## config.mk

```make
export PLATFORM = sky130hd
export DESIGN_NAME = image_rows2window
export DESIGN_NICKNAME = d
export VERILOG_FILES = /design/src/rtl/image_rows2window_pkg.sv /design/src/rtl/image_tap_en_gen.sv /design/src/rtl/image_rows2window.sv
export SDC_FILE = /design/constraint.sdc
export NUM_CORES = 1
export LEC_CHECK = 0
export ABC_AREA = 1
export CORE_MARGIN = 2
export CORE_UTILIZATION = 30
export CTS_BUF_LIST = sky130_fd_sc_hd__clkbuf_4 sky130_fd_sc_hd__clkbuf_8
export CTS_CLUSTER_DIAMETER = 40
export CTS_CLUSTER_SIZE = 8
export DETAILED_ROUTE_END_ITERATION = 16
export PLACE_DENSITY = 0.56
export SYNTH_ARGS = -nofsm -noshare
export SYNTH_HDL_FRONTEND = slang
export SYNTH_SLANG_ARGS = --single-unit
```

## constraint.sdc

```tcl
create_clock -name clk -period 7.8 [get_ports clk]
set_clock_uncertainty 0.05 [all_clocks]
set_input_delay 0.78 -clock clk [delete_from_list [all_inputs] [get_ports clk]]
set_output_delay 0.78 -clock clk [all_outputs]
set_load 0.03 [all_outputs]
```

## src/rtl/image_rows2window_pkg.sv

```systemverilog
// Shared constants and FSM encoding for the row-to-window fan-out.
package image_rows2window_pkg;

   localparam int IMAGE_WIDTH_DATA = 8;
   localparam int K_MAX            = 7;

   typedef enum logic [4:0] {
      ST_IDLE      = 5'b00001,
      ST_WAIT_ROW  = 5'b00010,
      ST_WAIT_FIFO = 5'b00100,
      ST_READ      = 5'b01000,
      ST_ROW_END   = 5'b10000
   } state_t;

endpackage

```

## src/rtl/image_tap_en_gen.sv

```systemverilog
// Column-tap write-enable for tap column J: true when column col starts or lies in a
// window covered by this tap. Optional stride-2 parity term under IMAGE_STRIDE2_EN.
module image_tap_en_gen #(
   parameter int J      = 0,
   parameter int K      = 3,
   parameter int ADDR_W = 10
) (
   input  logic [ADDR_W-1:0] col,
   input  logic [ADDR_W-1:0] row_len,
`ifdef IMAGE_STRIDE2_EN
   input  logic              stride2,
`endif
   output logic              en
);

   logic [ADDR_W:0] col_x;
   logic [ADDR_W:0] hi;

   assign col_x = {1'b0, col};
   // row_len >= K whenever this is sampled, so no underflow
   assign hi    = {1'b0, row_len} - (ADDR_W+1)'(K) + (ADDR_W+1)'(J);

`ifdef IMAGE_STRIDE2_EN
   logic [ADDR_W:0] rel;
   assign rel = col_x - (ADDR_W+1)'(J);
   assign en  = (col_x >= (ADDR_W+1)'(J)) && (col_x <= hi) && (!stride2 || !rel[0]);
`else
   assign en  = (col_x >= (ADDR_W+1)'(J)) && (col_x <= hi);
`endif

endmodule

```

## src/rtl/image_rows2window.sv

```systemverilog
// Row buffer to KxK window-tap FIFO fan-out. Optional stride-2 mode: IMAGE_STRIDE2_EN.
module image_rows2window
   import image_rows2window_pkg::*;
#(
   parameter int DATA_W = IMAGE_WIDTH_DATA,
   parameter int CH     = 1,
   parameter int K      = 3,
   parameter int ADDR_W = 10
) (
   input  logic                    clk,
   input  logic                    rst,
   input  logic                    start,
   input  logic [ADDR_W-1:0]       row_len,
   input  logic                    row_ready,
`ifdef IMAGE_STRIDE2_EN
   input  logic                    stride2,
`endif
   input  logic [K*CH*DATA_W-1:0]  s_feature,
   output logic [ADDR_W-1:0]       addr,
   output logic [K*K*CH*DATA_W-1:0] m_data,
   input  logic                    m_ready,
   output logic [K*K-1:0]          m_wr_en,
   output logic                    s_ready,
   output logic                    done
);

   localparam int PW = CH*DATA_W;

   state_t            state, nxt;
   logic [ADDR_W-1:0] col, row_cnt, step;
   logic              last_row, rd_vld;
   logic [K-1:0]      col_en;
   logic [K*K-1:0]    tap_en;

`ifdef IMAGE_STRIDE2_EN
   logic stride_q;
   always_ff @(posedge clk) begin
      if (rst)                                    stride_q <= 1'b0;
      else if (state == ST_IDLE && nxt == ST_WAIT_ROW) stride_q <= stride2;
   end
   assign step = stride_q ? ADDR_W'(2) : ADDR_W'(1);
`else
   assign step = ADDR_W'(1);
`endif

   // widened compares keep row_len == 2^ADDR_W-1 from wrapping
   assign last_row = ({1'b0, row_cnt} + {1'b0, step}) > ({1'b0, row_len} - (ADDR_W+1)'(K));
   assign rd_vld   = (state == ST_READ) && (col != row_len);
   assign addr     = rd_vld ? col : '0;

   always_comb begin
      nxt = state;
      case (state)
         ST_IDLE:      if (start && ({1'b0, row_len} >= (ADDR_W+1)'(K))) nxt = ST_WAIT_ROW;
         ST_WAIT_ROW:  if (row_ready) nxt = ST_WAIT_FIFO;
         ST_WAIT_FIFO: if (m_ready)   nxt = ST_READ;
         ST_READ:      if (col == row_len) nxt = ST_ROW_END;
         ST_ROW_END:   nxt = last_row ? ST_IDLE : ST_WAIT_ROW;
         default:      nxt = ST_IDLE;
      endcase
   end

   always_ff @(posedge clk) begin
      if (rst) begin
         state   <= ST_IDLE;
         col     <= '0;
         row_cnt <= '0;
         m_wr_en <= '0;
         s_ready <= 1'b1;
         done    <= 1'b0;
      end else begin
         state   <= nxt;
         s_ready <= (nxt != ST_WAIT_ROW);
         done    <= (state == ST_ROW_END) && (nxt == ST_IDLE);
         // enables land with the read data, one cycle after addr
         m_wr_en <= rd_vld ? tap_en : '0;
         col     <= rd_vld ? col + ADDR_W'(1) : '0;
         if (state == ST_IDLE && nxt == ST_WAIT_ROW) row_cnt <= '0;
         else if (state == ST_ROW_END)               row_cnt <= row_cnt + step;
      end
   end

   genvar j, r;
   generate
      for (j = 0; j < K; j++) begin : g_col
         image_tap_en_gen #(.J(j), .K(K), .ADDR_W(ADDR_W)) u_tap (
            .col     (col),
            .row_len (row_len),
`ifdef IMAGE_STRIDE2_EN
            .stride2 (stride_q),
`endif
            .en      (col_en[j])
         );
         for (r = 0; r < K; r++) begin : g_row
            assign tap_en[r*K+j]                = col_en[j];
            assign m_data[(r*K+j)*PW +: PW]     = s_feature[r*PW +: PW];
         end
      end
   endgenerate

endmodule
```

==> flow_summary_export.csv <==
group,metric,value,unit
route,vias,3419,
grt,grt_pass1_vias,3349,
min_path,hold_path_class,"flop to flop",
route,drtIter0Drc,220,
clock_tree,htree_levels,2,
clock_tree,clk_path_buf_depth,2,
worst_setup_path,worstPathArrival,3590,ps
layout,final_nets,609,
route,finalWirelength,10000,um
timing,tns,0,ps
timing,period_needed,4420,ps
timing,slew_viol_final,0,
floorplan,rows,41,
logic_synthesis,netlist_instances,568,
route,wire_per_inst,14.2,um
worst_setup_path,path_buf_inv,3,
floorplan,io_pins,132,
timing,maxSlewHeadroom,64.7,%
min_path,hp-start,"col[0]$_SDFF_PP0_",
logic_synthesis,synth_fp_nets,647,
layout,layout_common_cells,"94 x nand2_1, 66 x inv_1, 55 x nor2_1",
layout,final_common_cell,"nand2_1",
logic_synthesis,synth_edf_count,0,
place,place_inst,695,
place,gp_congestion,0.914,
place,portBuffers,35,
floorplan,start_util,30.8,%
layout,areaGrowthSynthToFinish,1.70,%
layout,layout-drive-gt1-share,13.6,%
clock_tree,cts_resized,0,
worst_setup_path,slowest_delay,690,ps
grt,grt_max_degree,17,
floorplan,fp.dieH,118,um
route,drtPass1Iterations,5,
grt,grt_use_total,14.4,%
logic_synthesis,ys.flop_type,"dfxtp_1",
pwr,p_leak,1.74,nW
timing,fin_ws,3380,ps
pwr,total_power,0.401,mW
timing,grt_setup_unrepaired,"false",
timing,max_freq,226,MHz
clock_tree,cts.sinks,30,
logic_synthesis,mappedNetlistArea,3910,um^2
worst_setup_path,cp_max_fo,12,
timing,fin_crit_sh,56.7,%
worst_setup_path,slowest_stage,"clkdlybuf4s50_1",
worst_setup_path,cpMostUsedCell,"clkdlybuf4s50_1",
grt,antenna_found_initial,0,
floorplan,dieArea,14000,um^2
floorplan,core-area,12700,um^2
logic_synthesis,ys_types,45,
clock_tree,path_clk_slew,70,ps
worst_setup_path,worst_setup_path_end_kind,"output pin",
logic_synthesis,synth_seq_cells,30,
run,maxCapViolations,0,
clock_tree,cts_buffers,5,
route,vias_per_cell,4.86,
timing,holdWs,434,ps
worst_setup_path,critPathLaunch,"row_len[0]",
clock_tree,root_buffer,"clkbuf_8",
route,antenna_left,0,
logic_synthesis,yosysWarnings,0,
pwr,p_per_area,101,nW/um^2
floorplan,die_x,118,um
clock_tree,tritoncts,"built",
layout,final_cells,703,
timing,finalHoldViolCount,0,
clock_tree,postCtsHoldBufs,0,
logic_synthesis,syn_avg_cell_area,6.88,um^2
worst_setup_path,startpoint_type,"input pin",
logic_synthesis,async_flop_share,0,%
worst_setup_path,path_cells,"clkdlybuf4s50_1 -> inv_1 -> ha_1 -> nor4_1 -> nand4_1 -> nand2_1 -> nor2_1 -> clkdlybuf4s50_1",
worst_setup_path,required,6970,ps
grt,grt_pass1_wl,16400,um
layout,antennaDiodeCount,0,
outcome,status,"finished clean",
timing,worst_pin_slew,525,ps
route,drc_errors,0,
grt,overflow,0,
logic_synthesis,ys_seq_area_share,15.4,%
place,post-dp-hpwl,7930,um
timing,setup_viol,0,
place,dpl_worst_slack,3370,ps
clock_tree,post_cts_buffers,0,
clock_tree,clock_latency,300,ps
pwr,peakVddDrop,56.2,uV
worst_setup_path,path_class,"input pin to output pin",
worst_setup_path,path_delay_family,"buffers and inverters",
worst_setup_path,r2r_start,"row_cnt[0]$_SDFFE_PP0N_",
==> sequential cells by signal (all words and copies together), names as in the netlist <==
register  count
state         5
row_cnt      10
m_wr_en       3
done          1
col          10
s_ready       1
==> cell families (layout without fill, tap and decap cells) <==
logic type	count (synthesis)	in the layout	synth area share [%]
and+or+nand+nor	259	259	34.4
AOI/OAI and AO/OA	66	66	10.2
xor gates and xnor gates	22	22	5.13
buffers and inverters	151	114	22.0
DFF	30	30	15.4
adders and majority gates	40	40	12.8
==> power by group <==
group          total, mW  switching [mW]  internal, mW
clock network      0.147          0.0717        0.0749
logic             0.0993          0.0641        0.0352
registers          0.156        0.000919         0.155
==> Yosys cell counts, types with 3 or more instances <==
library cell,count,share of area [%]
nand2_1,94,9.0
o21ai_2,3,0.67
o21ai_0,15,1.9
nor2_2,9,1.4
inv_2,5,0.48
xor2_1,19,4.3
nor4_1,7,1.1
nand2_4,7,2.0
ha_1,40,13
nor3_1,9,1.2
nand4_1,15,2.4
dfxtp_1,30,15
nand2_2,22,3.5
a211oi_1,10,1.9
nor3b_1,3,0.58
a21oi_1,22,2.8
buf_4,78,15
nor2_1,55,5.3
inv_1,66,6.3
nor2_4,4,1.2
nand3_1,19,2.4
o22ai_1,4,0.64
==> per-stage QoR <==
| step | area, um^2 | util [%] |
|---|---|---|
| finish | 3970 | 31.4 |
| global route | 3970 | 31.4 |
| CTS | 3970 | 31.4 |
| detailed placement | 3880 | 30.6 |
| global placement | 3880 | 30.6 |
| floorplan | 3910 | - |
==> metal layers <==
layer / vias up / track usage [%] / part of all wire [%]
met2: 106 / 24.4 / 47
met4: 0 / 6.02 / 2.2
li1: 1700 / - / -
met3: 30 / 1.41 / 5.7
met1: 1583 / 18.6 / 45
met5: - / 0 / 0
==> path summary, 6_finish.rpt <==
path / slack (ps) / cells after the start / to
min: 430 / 1 / col[0]$_SDFF_PP0_
max reg2reg: 5270 / 12 / s_ready$_SDFF_PP1_
max: 3380 / 8 / addr[0]
min reg2reg: 430 / 1 / col[0]$_SDFF_PP0_
==> area by class of cell <==
cell class	instances	area [um^2]
Inverter	71	267
Fill cell	1398	8700
Tap cell	172	215
Sequential cell	30	601
Timing Repair Buffer	35	350
Clock inverter	1	5.00
Clock buffer	7	90.1
Multi-Input combinational cell	387	2440
No activity file was read; power rests on OpenSTA's default activity.
